<file path="config.mk">
export PLATFORM = sky130hd
export DESIGN_NAME = lif_neuron
export DESIGN_NICKNAME = d
export VERILOG_FILES = /design/src/rtl/snn_pkg.sv /design/src/rtl/synapse_sum.sv /design/src/rtl/lif_neuron.sv
export SDC_FILE = /design/constraint.sdc
export NUM_CORES = 1
export LEC_CHECK = 0
export BUFFER_PORTS_ARGS = -buffer_cell sky130_fd_sc_hd__buf_4
export CAP_MARGIN = 0
export CORE_MARGIN = 2
export CORE_UTILIZATION = 52
export CTS_CLUSTER_DIAMETER = 150
export DETAILED_ROUTE_END_ITERATION = 10
export MAX_ROUTING_LAYER = met4
export PLACE_DENSITY = 0.77
export RECOVER_POWER = 100
export SLEW_MARGIN = 10
export SYNTH_ARGS = -nofsm -noshare
export SYNTH_HDL_FRONTEND = slang
export SYNTH_SLANG_ARGS = --single-unit
export TNS_END_PERCENT = 100
</file>
<file path="constraint.sdc">
create_clock -name clk -period 5.5 [get_ports clk]
set_input_delay 0.55 -clock clk [delete_from_list [all_inputs] [get_ports clk]]
set_output_delay 0.55 -clock clk [all_outputs]
set_load 0.1 [all_outputs]
</file>
<file path="src/rtl/snn_pkg.sv">
// Shared types and default sizes for the spiking-neuron datapath.
package snn_pkg;

   localparam int NUM_PRE = 4;
   localparam int W_WIDTH = 4;

   typedef enum logic [1:0] {
      ST_IDLE      = 2'd0,
      ST_INTEGRATE = 2'd1,
      ST_REFRACT   = 2'd2
   } lif_state_e;

   // Wide enough for NUM_PRE weights of all-ones to add without overflow.
   function automatic int sum_width(input int npre, input int w);
      return w + $clog2(npre) + 1;
   endfunction

endpackage

</file>
<file path="src/rtl/synapse_sum.sv">
// Combinational weighted sum of the synapses whose presynaptic spike is set.
module synapse_sum #(
   parameter int NUM_PRE = 4,
   parameter int W_WIDTH = 4,
   parameter int SUM_W   = 7
) (
   input  logic [NUM_PRE-1:0]         pre_spike,
   input  logic [NUM_PRE*W_WIDTH-1:0] weights,
   output logic [SUM_W-1:0]           sum
);

   always_comb begin
      sum = '0;
      for (int i = 0; i < NUM_PRE; i++) begin
         if (pre_spike[i]) begin
            sum = sum + SUM_W'(weights[i*W_WIDTH +: W_WIDTH]);
         end
      end
   end

endmodule

</file>
<file path="src/rtl/lif_neuron.sv">
// Leaky integrate-and-fire neuron: weight register, leaky membrane, threshold
// fire with a fixed refractory period and a wrapping fire counter.
module lif_neuron #(
   parameter int         NUM_PRE        = snn_pkg::NUM_PRE,
   parameter int         W_WIDTH        = snn_pkg::W_WIDTH,
   parameter logic [7:0] THRESHOLD      = 8'd64,
   parameter int         LEAK_SHIFT     = 3,
   parameter int         REFRACT_CYCLES = 4
) (
   input  logic                       clk,
   input  logic                       rst,
   input  logic                       enable,
   input  logic [NUM_PRE-1:0]         pre_spike,
   input  logic [NUM_PRE*W_WIDTH-1:0] weight_in,
   input  logic                       w_load,
   output logic                       post_spike,
   output logic [7:0]                 membrane,
   output logic                       busy,
   output logic [7:0]                 spike_count
);
   import snn_pkg::*;

   localparam int SUM_W = sum_width(NUM_PRE, W_WIDTH);

   lif_state_e                 state_q, state_d;
   logic [7:0]                 mem_q, mem_d;
   logic                       post_q, post_d;
   logic [3:0]                 refr_q, refr_d;
   logic [7:0]                 cnt_q, cnt_d;
   logic [NUM_PRE*W_WIDTH-1:0] w_q, w_d;
   logic [SUM_W-1:0]           syn_sum;
   logic [8:0]                 v_next;

   synapse_sum #(
      .NUM_PRE (NUM_PRE),
      .W_WIDTH (W_WIDTH),
      .SUM_W   (SUM_W)
   ) u_synapse_sum (
      .pre_spike (pre_spike),
      .weights   (w_q),
      .sum       (syn_sum)
   );

   always_comb begin
      // A weight load never affects the sum computed on the same edge.
      w_d     = w_load ? weight_in : w_q;
      state_d = state_q;
      mem_d   = mem_q;
      post_d  = 1'b0;
      refr_d  = refr_q;
      cnt_d   = cnt_q;
      v_next  = 9'(mem_q) - 9'(mem_q >> LEAK_SHIFT) + 9'(syn_sum);

      if (!enable) begin
         state_d = ST_IDLE;
         refr_d  = '0;
      end else begin
         case (state_q)
            ST_IDLE: state_d = ST_INTEGRATE;
            ST_INTEGRATE: begin
               if (v_next >= {1'b0, THRESHOLD}) begin
                  post_d  = 1'b1;
                  mem_d   = '0;
                  refr_d  = 4'(REFRACT_CYCLES);
                  cnt_d   = cnt_q + 8'd1;
                  state_d = ST_REFRACT;
               end else begin
                  mem_d = v_next[7:0];
               end
            end
            ST_REFRACT: begin
               mem_d  = '0;
               refr_d = refr_q - 4'd1;
               if (refr_q == 4'd1) state_d = ST_INTEGRATE;
            end
            default: state_d = ST_IDLE;
         endcase
      end
   end

   always_ff @(posedge clk) begin
      if (rst) begin
         state_q <= ST_IDLE;
         mem_q   <= '0;
         post_q  <= 1'b0;
         refr_q  <= '0;
         cnt_q   <= '0;
         w_q     <= '0;
      end else begin
         state_q <= state_d;
         mem_q   <= mem_d;
         post_q  <= post_d;
         refr_q  <= refr_d;
         cnt_q   <= cnt_d;
         w_q     <= w_d;
      end
   end

   assign post_spike  = post_q;
   assign membrane    = mem_q;
   assign busy        = (state_q == ST_REFRACT);
   assign spike_count = cnt_q;

endmodule

</file>
======== Word-level counts from Yosys, hierarchy flattened ========
Index checks and enable logic that the tools add are counted.
Widths: inputs -> output; s select.
storage, ports and cells
  word-level logic and storage cells ...... 41
  output and inout port bits .............. 18
  input bits .............................. 24
  register bits after elaboration ......... 39
cells by class
  magnitude comparators ................... 1
  eq/ne operators ......................... 5
  reductions and logical operators ........ 8
  bitwise operators ....................... 2
  add/subtract/negate cells ............... 7
  mux-type cells .......................... 12
operators by type and width
  kind                 number
  $mux 7               3
  $pmux 8 s2           1
  $add 7x4->7          2
  $add 9x7->9          1
  $ge 9x7->1 const B   1
  $sub 8x5->9          1
  $add 8x1->8 const B  1
  $mux 4               2
  $mux 8               1
  $pmux 4 s2           1
  $pmux 2 s3           1
  $reduce_and 2->1     3
  $add 4x4->5          1
  $eq 4x1->1 const B   1
  $mux 2               2
  $sub 4x1->4 const B  1
  $reduce_and 3->1     1
  $reduce_or 3->1      1
  $eq 2x1->1 const B   1
  $eq 2x2->1 const B   1
  $logic_not 2->1      1
  $ne 2x1->1 const B   1
  $ne 2x2->1 const B   1
  $not 1->1            2
  other kinds (3)      3

======== Logic depth before layout (Yosys ltp) ========
Gate-level depths: netlist of run 1.
  depth in word-level cells ............... 11
  gate-level depth with buffers ........... 30
  depth with buffers taken out ............ 28

======== Cells and area by module ========
Synthesis of run 1 repeated with hierarchy kept, for this count alone.
second synthesis, totals
  cell total of the unflattened synthesis .. 315
  area total of the unflattened synthesis .. 2881.5 um2
by module, submodules not included
  module       instances  seq. area each (um2)  cells each  area each (um2)
  lif_neuron   1          780.7                 242         2227.1
  synapse_sum  1          0.0                   73          654.4

======== Worst setup path before layout of run 1 ========
OpenSTA, ideal clock, no wires.
  path kind ............................... input to register
  start ................................... in pre_spike[0]
  end ..................................... reg cnt_q[5] (netlist: spike_count[5])
  data arrival time ....................... 5795 ps
  path slack .............................. -419 ps
  stages on the path ...................... 26
  buffers on the path ..................... 1
  required time ........................... 5377 ps
  library setup time ...................... 123 ps
  cell sequence ........................... and2_1 -> ha_1 -> inv_1 -> fa_1 -> mux2i_1 -> ha_1 -> a21o_1 -> a21oi_1 -> xnor2_1 -> mux2_2 -> ha_1 -> o21a_1 -> o21ai_0 -> xnor2_1 -> xnor2_1 -> fa_1 -> inv_1 -> ha_1 -> a21oi_1 -> and3_1 -> o21a_1 -> a2111oi_4 -> a21oi_1 -> buf_4 -> nand4_1 -> mux2_1
between the ends
  longest elaborated chain between the ends .. 10
ends and longest elaborated chain
  what                                 RTL line           source
  start: declaration                   lif_neuron.sv:13   input logic [NUM_PRE-1:0] pre_spike,
  $mux 4 *                             synapse_sum.sv:15  if (pre_spike[i]) begin
  $add 4x4->5                          synapse_sum.sv:16  sum = sum + SUM_W'(weights[i*W_WIDTH +: W_WIDTH]);
  $mux 7 *                             synapse_sum.sv:15
  $add 7x4->7                          synapse_sum.sv:16
  $mux 7 *                             synapse_sum.sv:15
  $add 7x4->7                          synapse_sum.sv:16
  $mux 7 *                             synapse_sum.sv:15
  $add 9x7->9 *                        lif_neuron.sv:52   v_next = 9'(mem_q) - 9'(mem_q >> LEAK_SHIFT) + 9'(syn_sum);
  $ge 9x7->1 *                         lif_neuron.sv:61   if (v_next >= {1'b0, THRESHOLD}) begin
  $reduce_and 3->1 (no source line) *  -
  end signal: assignment               lif_neuron.sv:94   cnt_q <= cnt_d;
  end: declaration                     lif_neuron.sv:29   logic [7:0] cnt_q, cnt_d;
Every way passes the cells marked *; elsewhere a longest branch is shown, timed or not.
A chain may end at the register's enable or synchronous reset.

======== Worst setup path after layout of run 1 ========
  start ................................... reg w_q[0]
  end ..................................... reg cnt_q[5] (netlist: spike_count[5])
between the ends
  longest elaborated chain between the ends .. 10
ends and longest elaborated chain
  what                                 RTL line           source
  start: declaration                   lif_neuron.sv:30   logic [NUM_PRE*W_WIDTH-1:0] w_q, w_d;
  start signal: assignment             lif_neuron.sv:95   w_q <= w_d;
  $mux 4 *                             synapse_sum.sv:15
  $add 4x4->5                          synapse_sum.sv:16
  $mux 7 *                             synapse_sum.sv:15
  $add 7x4->7                          synapse_sum.sv:16
  $mux 7 *                             synapse_sum.sv:15
  $add 7x4->7                          synapse_sum.sv:16
  $mux 7 *                             synapse_sum.sv:15
  $add 9x7->9 *                        lif_neuron.sv:52
  $ge 9x7->1 *                         lif_neuron.sv:61
  $reduce_and 3->1 (no source line) *  -
Marked as above.

==> impl_metrics.py, run 1 <==
metrics = {
    "outcome": {
        "result_of_the_run": "finished with violations",
        "failed_checks": "negative setup slack",
    },
    "placement": {
        "placedInstanceArea_mm2": 0.00347,
        "post-place-cells": 443,
        "gp_congestion": 0.842,
        "io_buffer_count": 41,
        "place_worst_setup_slack_ns": -0.567,
        "post-dp-hpwl_um": 4990,
    },
    "grt": {
        "number_of_global_route_vias_before_repair": 2397,
        "grt_overflow": 0,
        "gr-usage-all-layers_pct": 23.7,
        "grt_start_max_net_pins": 32,
        "grt_antenna_before_repair": 0,
        "wire_length_of_the_first_global_routing_pass_um": 11100,
    },
    "clock_network": {
        "htreeDepth": 2,
        "cts-hold-fix-buffers": 0,
        "worst_skew_pair.late_latency_ns": 0.31,
        "clkSlewWorstSetupHoldPaths_ns": 0.09,
        "clock_sink_count": 39,
        "clockRootBuffer": "sky130_fd_sc_hd__clkbuf_8",
        "tritoncts.num_buffers": 5,
        "tritoncts": "yes",
        "cts_max_path_buffers": 2,
    },
    "timing": {
        "final-hold-violation-count": 0,
        "min_period_ns": 5.68,
        "max_clock_freq_ghz": 0.176,
        "rsz0062_at_grt": "yes",
        "slew_viol_final": 0,
        "timing.setup.tns_ns": -1.19,
        "post-route-worst-setup-slack_ns": -0.183,
        "tightestPinTransition_ns": 1.19,
        "finalSetupViolations": 17,
        "fin_worst_hold_slack_ns": 0.476,
        "clock_skew_ns": 0.00928,
        "period_share_pct": 103,
        "max_slew_margin_pct": 21.0,
    },
    "final_layout": {
        "post_route_cells_drive_above_1_share_pct": 31.8,
        "instances_no_fill": 457,
        "antenna-diode-count": 0,
        "multi_input_comb_area_mm2": 0.00214,
        "final_core_util_pct": 73.6,
        "mostFrequentLayoutCells": "sky130_fd_sc_hd__buf_4 (61), sky130_fd_sc_hd__dfxtp_1 (38), sky130_fd_sc_hd__nor2_1 (30), sky130_fd_sc_hd__inv_1 (23), sky130_fd_sc_hd__ha_1 (20)",
        "sequential_cell_area_um2": 782,
        "area.growth.synth_to_final_pct": 36.0,
        "post-route-cell-area_mm2": 0.00376,
        "mostFrequentLayoutCell": "sky130_fd_sc_hd__buf_4",
        "fillers": 376,
        "nets": 446,
    },
    "synthesis": {
        "cell_accounting_for_the_most_synthesized_area": "sky130_fd_sc_hd__dfxtp_1",
        "synth-edff-count": 0,
        "mappedNetlistArea_mm2": 0.00277,
        "synth_top_area_share_pct": 28.2,
        "postSynthAreaPerCell_um2": 8.98,
        "synth_cell_types": 48,
        "synth_top_flop_cell": "sky130_fd_sc_hd__dfxtp_1",
        "postSynthRegisterBits": 39,
        "fraction_of_synthesis_flops_using_an_asynchronous_set_or_reset_pin_pct": 0,
        "synth_top_cells_by_area": "sky130_fd_sc_hd__dfxtp_1 (28%), sky130_fd_sc_hd__ha_1 (13%), sky130_fd_sc_hd__mux2i_1 (8.0%), sky130_fd_sc_hd__fa_1 (5.8%), sky130_fd_sc_hd__nor2_1 (4.2%)",
        "synthesis.nets": 368,
        "yosysSeqAreaShare_pct": 28.2,
        "yosys_warnings": 0,
        "synthCells": 308,
    },
    "critical_path": {
        "crit_family": "adder cells",
        "cp-start-kind": "flop",
        "end_kind": "flop",
        "critical_path.slowest_cell": "sky130_fd_sc_hd__fa_1",
        "reg2regPathDepth": 28,
        "r2r_setup_slack_ns": -0.18,
        "worstPathArrival_ns": 5.89,
        "worst-setup-path-type": "flop to flop",
        "critPathMostFrequentCell": "sky130_fd_sc_hd__ha_4",
        "critPathMaxStageDelay_ns": 0.54,
        "worstSetupStartpoint": "w_q[0]",
        "rr_startpoint": "w_q[0]",
        "critical_path.max_fanout": 6,
        "cp.required_ns": 5.70,
        "crit_buf_inv": 3,
        "r2r_end": "spike_count[5]",
    },
    "floorplan": {
        "floorplan.die.height_um": 76.9,
        "die_w_um": 76.9,
        "initial_cell_density_of_the_core_pct": 54.2,
        "core_region_area_mm2": 0.00511,
        "die-area_mm2": 0.00592,
        "core.rowCount": 26,
        "ios": 42,
    },
    "routing": {
        "vias": 2531,
        "detail_route.wirelength_um": 7090,
        "ant_nets": 0,
        "initialDrtViolationCount": 170,
        "route.detailed.wl_per_inst_um": 15.5,
        "detail_route.drc_violations": 0,
        "avgViaCountPerCell": 5.54,
        "drt_pass1_iterations": 4,
    },
    "power_and_ir_drop": {
        "total_power_mw": 1.07,
        "cellPowerDensity_mw_per_mm2": 285,
        "total_leakage_power_nw": 1.66,
        "ir_worst_vdd_v": 0.000218,
    },
    "worst_hold_path": {
        "end_point_of_the_most_critical_hold_path": "w_q[10]",
        "min-delay-start": "weight_in[10]",
        "tightest_hold_check_type": "primary input to flop",
        "hold_path_depth": 3,
    },
    "flow_run": {
        "timing.max_cap.violations": 0,
    },
}
==> routing by layer <==
layer / vias to the layer above / part of all wire (%) / track usage (%)
met5: - / 0 / -
met4: 0 / 0.66 / 8.73
met3: 4 / 3.7 / 4.24
met2: 59 / 52 / 39.1
met1: 1233 / 44 / 28.9
li1: 1235 / - / -
==> cells by family after synthesis <==
group | Yosys count | synth area share [%]
muxes | 30 | 11.2
xor gates and xnor gates | 13 | 4.12
adders and majority gates | 38 | 19.2
DFF | 39 | 28.2
buffers and inverters | 37 | 5.34
and+or+nand+nor | 87 | 15.6
AOI/OAI and AO/OA | 64 | 16.3
==> registers in the layout, summed over array words and instances, names as in the netlist <==
name	count
membrane	8
post_spike	1
refr_q	4
spike_count	8
state_q	2
w_q	16
==> worst register-to-register path, delay by kind of cell, from the launching register on <==
kind | cells | cell delay (ns)
AO/OA/AOI/OAI | 7 | 1.13
XOR/XNOR | 4 | 0.62
adder cells (fa/ha/maj) | 6 | 1.78
buffers and inverters | 3 | 0.26
flip-flops | 1 | 0.34
multiplexers | 2 | 0.59
AND/OR/NAND/NOR | 6 | 0.85
==> power breakdown <==
part	internal, mW	leakage [nW]	switching [mW]
combinational	0.276	1.30	0.277
sequential	0.295	0.318	0.0116
clock	0.0909	0.0408	0.121
==> cells in the mapped netlist, types with 2 or more instances <==
cell	n
sky130_fd_sc_hd__o211a_1	2
sky130_fd_sc_hd__xnor2_1	12
sky130_fd_sc_hd__nand3b_1	3
sky130_fd_sc_hd__and2_1	7
sky130_fd_sc_hd__nand4_1	4
sky130_fd_sc_hd__nor3_1	5
sky130_fd_sc_hd__and3_1	3
sky130_fd_sc_hd__o21a_1	7
sky130_fd_sc_hd__nand2b_1	2
sky130_fd_sc_hd__nand2_1	15
sky130_fd_sc_hd__o21ai_0	10
sky130_fd_sc_hd__buf_1	2
sky130_fd_sc_hd__a22o_1	6
sky130_fd_sc_hd__a21o_1	7
sky130_fd_sc_hd__mux2_2	6
sky130_fd_sc_hd__mux2_1	2
sky130_fd_sc_hd__nand3_1	4
sky130_fd_sc_hd__a21oi_1	18
sky130_fd_sc_hd__dfxtp_1	39
sky130_fd_sc_hd__nor2_1	31
sky130_fd_sc_hd__maj3_1	2
sky130_fd_sc_hd__clkbuf_1	6
sky130_fd_sc_hd__ha_1	28
sky130_fd_sc_hd__and4b_1	2
sky130_fd_sc_hd__fa_1	8
sky130_fd_sc_hd__buf_4	2
sky130_fd_sc_hd__inv_1	26
sky130_fd_sc_hd__nor2b_1	8
sky130_fd_sc_hd__mux2i_1	22
==> repair_timing <==
action / in CTS / in global routing
pin swaps: 11 / 24
buffers inserted: 3 / 4
setup endpoints to repair: 16 / 20
resized for setup: 16 / 34
==> layout make-up <==
class,count,share of cell area [%]
multi-input combinational,232,56.9
sequential,39,20.8
timing repair buffer,82,15.0
inverter,26,2.59
tap,70,2.33
clock buffer,5,1.83
clock inverter,3,0.632
==> how the worst max path moves through the flow <==
stage / endpoint / slack [ns] / depth (start not counted)
after CTS: spike_count[5] / -0.05 / 28
after global routing: spike_count[5] / -0.40 / 28
after global placement: spike_count[5] / -0.46 / 27
final: spike_count[5] / -0.18 / 28
after floorplan: spike_count[5] / -0.11 / 27
after detailed placement: spike_count[5] / -0.57 / 27
Power figures use the tool's default switching activity.
==> run 2: changes to the inputs <==
PLACE_DENSITY = 0.87   (was 0.77)
==> run 2 against run 1 <==
Maximum frequency rose by 1.8%. Largest power group unchanged. Via count increased by 0.87%. The flow still finishes with violations (negative setup slack). Critical endpoint unchanged. Non-clock buffer count decreased by 7. Utilization decreased by 1.0 points.
==> impl_metrics.py, run 2 (synthesis results as in run 1) <==
metrics = {
    "outcome": {
        "result_of_the_run": "finished with violations",
        "failed_checks": "negative setup slack",
    },
    "grt": {
        "grt_overflow": 0,
        "number_of_global_route_vias_before_repair": 2567,
        "wire_length_of_the_first_global_routing_pass_um": 11600,
        "gr-usage-all-layers_pct": 25.2,
        "grt_antenna_before_repair": 0,
        "grt_start_max_net_pins": 32,
    },
    "floorplan": {
        "die-area_mm2": 0.00592,
        "die_w_um": 76.9,
        "core.rowCount": 26,
        "core_region_area_mm2": 0.00511,
        "initial_cell_density_of_the_core_pct": 54.2,
        "floorplan.die.height_um": 76.9,
        "ios": 42,
    },
    "power_and_ir_drop": {
        "ir_worst_vdd_v": 0.000178,
        "total_power_mw": 1.03,
        "cellPowerDensity_mw_per_mm2": 277,
        "total_leakage_power_nw": 1.66,
    },
    "routing": {
        "initialDrtViolationCount": 131,
        "drt_pass1_iterations": 5,
        "route.detailed.wl_per_inst_um": 16.7,
        "ant_nets": 0,
        "avgViaCountPerCell": 5.69,
        "detail_route.drc_violations": 0,
        "detail_route.wirelength_um": 7490,
        "vias": 2553,
    },
    "timing": {
        "rsz0062_at_grt": "yes",
        "slew_viol_final": 0,
        "fin_worst_hold_slack_ns": 0.484,
        "clock_skew_ns": 0.00542,
        "max_clock_freq_ghz": 0.179,
        "max_slew_margin_pct": 20.5,
        "finalSetupViolations": 6,
        "period_share_pct": 101,
        "min_period_ns": 5.58,
        "post-route-worst-setup-slack_ns": -0.0817,
        "final-hold-violation-count": 0,
        "tightestPinTransition_ns": 1.20,
    },
    "critical_path": {
        "end_kind": "flop",
        "worstPathArrival_ns": 5.77,
        "worst-setup-path-type": "primary input to flop",
        "cp.required_ns": 5.69,
        "critical_path.max_fanout": 6,
        "cp-start-kind": "primary input",
    },
    "clock_network": {
        "htreeDepth": 2,
        "tritoncts": "yes",
        "worst_skew_pair.late_latency_ns": 0.30,
        "tritoncts.num_buffers": 5,
        "cts_max_path_buffers": 2,
        "clock_sink_count": 39,
        "clockRootBuffer": "sky130_fd_sc_hd__clkbuf_8",
        "clkSlewWorstSetupHoldPaths_ns": 0.08,
        "cts-hold-fix-buffers": 0,
    },
    "placement": {
        "io_buffer_count": 41,
        "post-place-cells": 437,
        "place_worst_setup_slack_ns": -0.510,
        "placedInstanceArea_mm2": 0.00343,
        "gp_congestion": 0.855,
        "post-dp-hpwl_um": 4910,
    },
    "final_layout": {
        "area.growth.synth_to_final_pct": 34.1,
        "post-route-cell-area_mm2": 0.00371,
        "instances_no_fill": 449,
        "top_register": "w_q",
        "largest_register_ff_count": 16,
        "mostFrequentLayoutCells": "sky130_fd_sc_hd__buf_4 (56), sky130_fd_sc_hd__dfxtp_1 (38), sky130_fd_sc_hd__nor2_1 (30), sky130_fd_sc_hd__inv_1 (24), sky130_fd_sc_hd__mux2i_1 (19)",
        "post_route_cells_drive_above_1_share_pct": 31.9,
        "mostFrequentLayoutCell": "sky130_fd_sc_hd__buf_4",
        "antenna-diode-count": 0,
        "nets": 439,
    },
    "worst_hold_path": {
        "tightest_hold_check_type": "primary input to flop",
    },
    "flow_run": {
        "timing.max_cap.violations": 0,
    },
}
-- run 2: cell count changes in the layout (fill, tap and decap cells not counted), sizes merged --
cell,change
buf,-5
clkbuf,-1
inv,-1
clkinv,+1
clkinvlp,-2
-- run 2: final timing paths --
kind | from | end | slack (ns) | depth (start not counted)
min | weight_in[5] | w_q[5] | 0.48 | 3
max reg2reg | w_q[1] | spike_count[5] | -0.07 | 26
max | pre_spike[0] | spike_count[5] | -0.08 | 27
min reg2reg | membrane[6] | membrane[6] | 0.50 | 1
-- run 2: where the power goes --
| part | switching, mW | internal [mW] | leakage (nW) | total, mW |
|---|---|---|---|---|
| sequential | 0.0131 | 0.295 | 0.318 | 0.308 |
| clock | 0.103 | 0.0985 | 0.0470 | 0.201 |
| combinational | 0.264 | 0.253 | 1.29 | 0.517 |
| total | 0.380 | 0.647 | 1.66 | 1.03 |
-- run 2: cell type report --
| cell class | instances | area, um^2 |
|---|---|---|
| clock buffers | 6 | 82.6 |
| clock inverters | 1 | 5.00 |
| fillers | 346 | 1400 |
| inverters | 26 | 97.6 |
| multi-input cells | 232 | 2140 |
| flip-flops and latches | 39 | 782 |
| well taps | 70 | 87.6 |
| repair buffers | 75 | 514 |
-- run 2: stage by stage --
| stage | setup TNS (ns) | utilization, % |
|---|---|---|
| floorplan | -0.176 | - |
| global placement | -5.72 | 67.1 |
| detailed placement | -7.78 | 67.1 |
| CTS | -0.334 | 70.9 |
| global route | -3.79 | 72.6 |
| finish | -0.266 | 72.6 |
-- run 2: worst max-delay path, stage by stage --
cell                        delay, ns
sky130_fd_sc_hd__buf_6           0.10
sky130_fd_sc_hd__nand2_2         0.07
sky130_fd_sc_hd__inv_1           0.05
sky130_fd_sc_hd__ha_1            0.28
sky130_fd_sc_hd__a21o_1          0.19
sky130_fd_sc_hd__maj3_1          0.37
sky130_fd_sc_hd__xnor2_1         0.14
sky130_fd_sc_hd__a21oi_2         0.17
sky130_fd_sc_hd__ha_1            0.29
sky130_fd_sc_hd__xnor2_1         0.14
sky130_fd_sc_hd__mux2_4          0.29
sky130_fd_sc_hd__ha_4            0.28
sky130_fd_sc_hd__o21a_1          0.13
sky130_fd_sc_hd__o21ai_2         0.07
sky130_fd_sc_hd__xnor2_2         0.16
sky130_fd_sc_hd__xnor2_2         0.16
sky130_fd_sc_hd__fa_1            0.51
sky130_fd_sc_hd__inv_2           0.05
sky130_fd_sc_hd__ha_4            0.28
sky130_fd_sc_hd__nand4_1         0.12
sky130_fd_sc_hd__a21oi_2         0.17
sky130_fd_sc_hd__mux2i_2         0.30
sky130_fd_sc_hd__a2111oi_4       0.06
sky130_fd_sc_hd__buf_4           0.17
sky130_fd_sc_hd__a21oi_4         0.19
sky130_fd_sc_hd__nand4_1         0.14
sky130_fd_sc_hd__mux2_4          0.31
-- run 2: routing by layer --
layer	track usage (%)	part of all wire (%)	vias to the layer above
met5	-	0	-
met4	10.5	3.1	0
met3	4.00	4.6	21
met2	45.8	53	82
met1	27.1	39	1237
li1	-	-	1213
-- run 2: what timing repair did --
action	CTS	global route
endpoints found under the setup margin	14	21
resized for setup	23	23
buffers inserted	2	3
pin swaps	26	35
==> run 3: changes to the inputs <==
CORE_UTILIZATION = 53   (was 52)
CTS_BUF_LIST = sky130_fd_sc_hd__clkbuf_4 sky130_fd_sc_hd__clkbuf_8   (was default)
CTS_CLUSTER_DIAMETER = default   (was 150)
PLACE_DENSITY = 0.88   (was 0.87)
==> run 3 against run 2 <==
The run still ends with negative setup slack left. Via count rose by 0.16%. Sequential cell count stayed put. Clock power grew 27%. Register-to-register slack got worse by 0.21 ns. Clock skew is 0.0083 ns higher. Die area decreased by 1.8%. Critical path type unchanged.
==> impl_metrics.py, run 3 (synthesis results as in run 1) <==
metrics = {
    "outcome": {
        "result_of_the_run": "finished with violations",
        "failed_checks": "negative setup slack",
    },
    "clock_network": {
        "htreeDepth": 2,
        "clockRootBuffer": "sky130_fd_sc_hd__clkbuf_8",
        "clkSlewWorstSetupHoldPaths_ns": 0.09,
        "cts-hold-fix-buffers": 0,
        "clock_sink_count": 39,
        "worst_skew_pair.late_latency_ns": 0.31,
        "tritoncts": "yes",
        "tritoncts.num_buffers": 5,
        "cts_max_path_buffers": 2,
    },
    "final_layout": {
        "instances_no_fill": 456,
        "nets": 445,
        "mostFrequentLayoutCells": "sky130_fd_sc_hd__buf_4 (60), sky130_fd_sc_hd__dfxtp_1 (38), sky130_fd_sc_hd__nor2_1 (30), sky130_fd_sc_hd__inv_1 (24), sky130_fd_sc_hd__ha_1 (20)",
        "sequential_cell_area_um2": 782,
        "antenna-diode-count": 0,
        "area.growth.synth_to_final_pct": 36.2,
        "top_register": "w_q",
        "mostFrequentLayoutCell": "sky130_fd_sc_hd__buf_4",
        "post_route_cells_drive_above_1_share_pct": 32.9,
        "post-route-cell-area_mm2": 0.00377,
        "largest_register_ff_count": 16,
        "multi_input_comb_area_mm2": 0.00212,
        "fillers": 366,
    },
    "placement": {
        "post-dp-hpwl_um": 5030,
        "placedInstanceArea_mm2": 0.00340,
        "gp_congestion": 0.863,
        "post-place-cells": 434,
        "io_buffer_count": 41,
    },
    "power_and_ir_drop": {
        "ir_worst_vdd_v": 0.000224,
        "sw_frac_of_total_pct": 36.8,
        "switching_power_mw": 0.403,
        "gate_power_share_pct": 48.6,
        "pwr-share-seq_pct": 28.1,
        "power.internal_mw": 0.692,
        "power.share.clock_pct": 23.3,
        "cellPowerDensity_mw_per_mm2": 291,
        "total_leakage_power_nw": 1.70,
    },
    "critical_path": {
        "r2r_end": "spike_count[6]",
        "worstSetupPathDepth": 28,
        "cp-start-kind": "primary input",
        "crit_buf_inv": 7,
        "reg2regPathDepth": 27,
        "crit_family": "adder cells",
        "worstPathArrival_ns": 6.03,
        "critPathMaxStageDelay_ns": 0.55,
        "critical_path.max_fanout": 5,
        "worst-setup-path-type": "primary input to flop",
        "end_kind": "flop",
        "crit_end": "spike_count[6]",
        "cp.required_ns": 5.75,
        "r2r_setup_slack_ns": -0.28,
        "critical_path.slowest_cell": "sky130_fd_sc_hd__fa_2",
        "rr_startpoint": "w_q[0]",
        "critPathMostFrequentCell": "sky130_fd_sc_hd__buf_4",
        "worstSetupStartpoint": "pre_spike[0]",
    },
    "floorplan": {
        "core.rowCount": 26,
        "core_region_area_mm2": 0.00507,
        "ios": 42,
        "floorplan.die.height_um": 76.2,
        "initial_cell_density_of_the_core_pct": 54.5,
        "die_w_um": 76.2,
        "die-area_mm2": 0.00581,
    },
    "worst_hold_path": {
        "tightest_hold_check_type": "primary input to flop",
        "hold_path_depth": 3,
    },
    "timing": {
        "slew_viol_final": 0,
        "final-hold-violation-count": 0,
        "clock_skew_ns": 0.0137,
        "period_share_pct": 105,
        "min_period_ns": 5.78,
        "max_slew_margin_pct": 21.7,
        "timing.setup.tns_ns": -3.34,
        "finalSetupViolations": 20,
        "post-route-worst-setup-slack_ns": -0.283,
        "tightestPinTransition_ns": 1.18,
        "rsz0062_at_grt": "yes",
        "max_clock_freq_ghz": 0.173,
    },
    "routing": {
        "ant_nets": 0,
        "vias": 2557,
        "initialDrtViolationCount": 130,
        "detail_route.drc_violations": 0,
        "detail_route.wirelength_um": 7570,
        "avgViaCountPerCell": 5.61,
        "drt_pass1_iterations": 4,
        "route.detailed.wl_per_inst_um": 16.6,
    },
    "grt": {
        "number_of_global_route_vias_before_repair": 2674,
        "wire_length_of_the_first_global_routing_pass_um": 11900,
        "grt_antenna_before_repair": 0,
        "grt_overflow": 0,
        "grt_start_max_net_pins": 32,
        "gr-usage-all-layers_pct": 25.8,
    },
    "flow_run": {
        "timing.max_cap.violations": 0,
    },
}
[run 3: worst register-to-register path, cell delays in order (launching register included)]
cell and delay [ns]:
sky130_fd_sc_hd__dfxtp_2 0.34, sky130_fd_sc_hd__and2_4 0.16, sky130_fd_sc_hd__ha_4 0.14, sky130_fd_sc_hd__inv_2 0.04
sky130_fd_sc_hd__fa_2 0.55, sky130_fd_sc_hd__mux2i_4 0.09, sky130_fd_sc_hd__fa_1 0.42, sky130_fd_sc_hd__and2_4 0.19
sky130_fd_sc_hd__o21ai_2 0.15, sky130_fd_sc_hd__o21a_1 0.20, sky130_fd_sc_hd__ha_4 0.23, sky130_fd_sc_hd__buf_4 0.15
sky130_fd_sc_hd__a21oi_4 0.15, sky130_fd_sc_hd__buf_4 0.13, sky130_fd_sc_hd__xnor2_1 0.07, sky130_fd_sc_hd__mux2_2 0.27
sky130_fd_sc_hd__fa_1 0.53, sky130_fd_sc_hd__ha_4 0.22, sky130_fd_sc_hd__a21oi_1 0.24, sky130_fd_sc_hd__a21oi_2 0.11
sky130_fd_sc_hd__mux2i_2 0.19, sky130_fd_sc_hd__a2111oi_4 0.37, sky130_fd_sc_hd__buf_4 0.20, sky130_fd_sc_hd__a21oi_4 0.07
sky130_fd_sc_hd__buf_4 0.15, sky130_fd_sc_hd__buf_6 0.11, sky130_fd_sc_hd__a21o_1 0.16, sky130_fd_sc_hd__a21oi_2 0.11
[run 3: final cells by class]
class | instances | area share (%)
repair buffers | 81 | 14.8
clock inverters | 3 | 1.26
multi-input cells | 232 | 56.4
flip-flops and latches | 39 | 20.8
well taps | 70 | 2.32
inverters | 26 | 2.59
clock buffers | 5 | 1.83
[run 3: layer usage]
layer	GRT usage (%)	vias up	routed length, um
met3	5.92	29	287
li1	-	1225	-
met2	44.5	77	3920
met5	-	-	0
met4	12.9	0	309
met1	27.9	1226	3060
[run 3: worst min-delay path by stage]
stage | slack (ns) | endpoint | start
finish | 0.48 | w_q[3] | weight_in[3]
global route | 0.49 | w_q[10] | weight_in[10]
CTS | 0.47 | w_q[4] | weight_in[4]
detailed placement | 0.49 | membrane[6] | membrane[6]
global placement | 0.48 | refr_q[1] | refr_q[1]
floorplan | 0.45 | w_q[0] | w_q[0]
[run 3: power groups by stage]
stage,registers (mW),clock network (mW),logic (mW)
floorplan,0.334,0,0.276
global placement,0.312,0,0.406
detailed placement,0.313,0,0.423
CTS,0.307,0.259,0.474
global route,0.309,0.268,0.575
finish,0.307,0.255,0.533
[run 3: timing repair]
item                                    4_1_cts  5_1_grt
pin swaps                                    35       25
endpoints found under the hold margin         0        0
gates resized for setup                      26       23
endpoints found under the setup margin       20       21
buffers inserted                              7        8
[run 3: per-stage QoR]
step | power [mW] | util, % | worst slack, ns | hold WS, ns
6_report | 1.10 | 74.2 | -0.283 | 0.481
5_1_grt | 1.15 | 74.2 | -0.431 | 0.490
4_1_cts | 1.04 | 72.5 | -0.0977 | 0.468
3_5_place_dp | 0.736 | 67.1 | -0.574 | 0.490
3_3_place_gp | 0.719 | 67.1 | -0.377 | 0.477
2_1_floorplan | 0.609 | - | -0.108 | 0.452
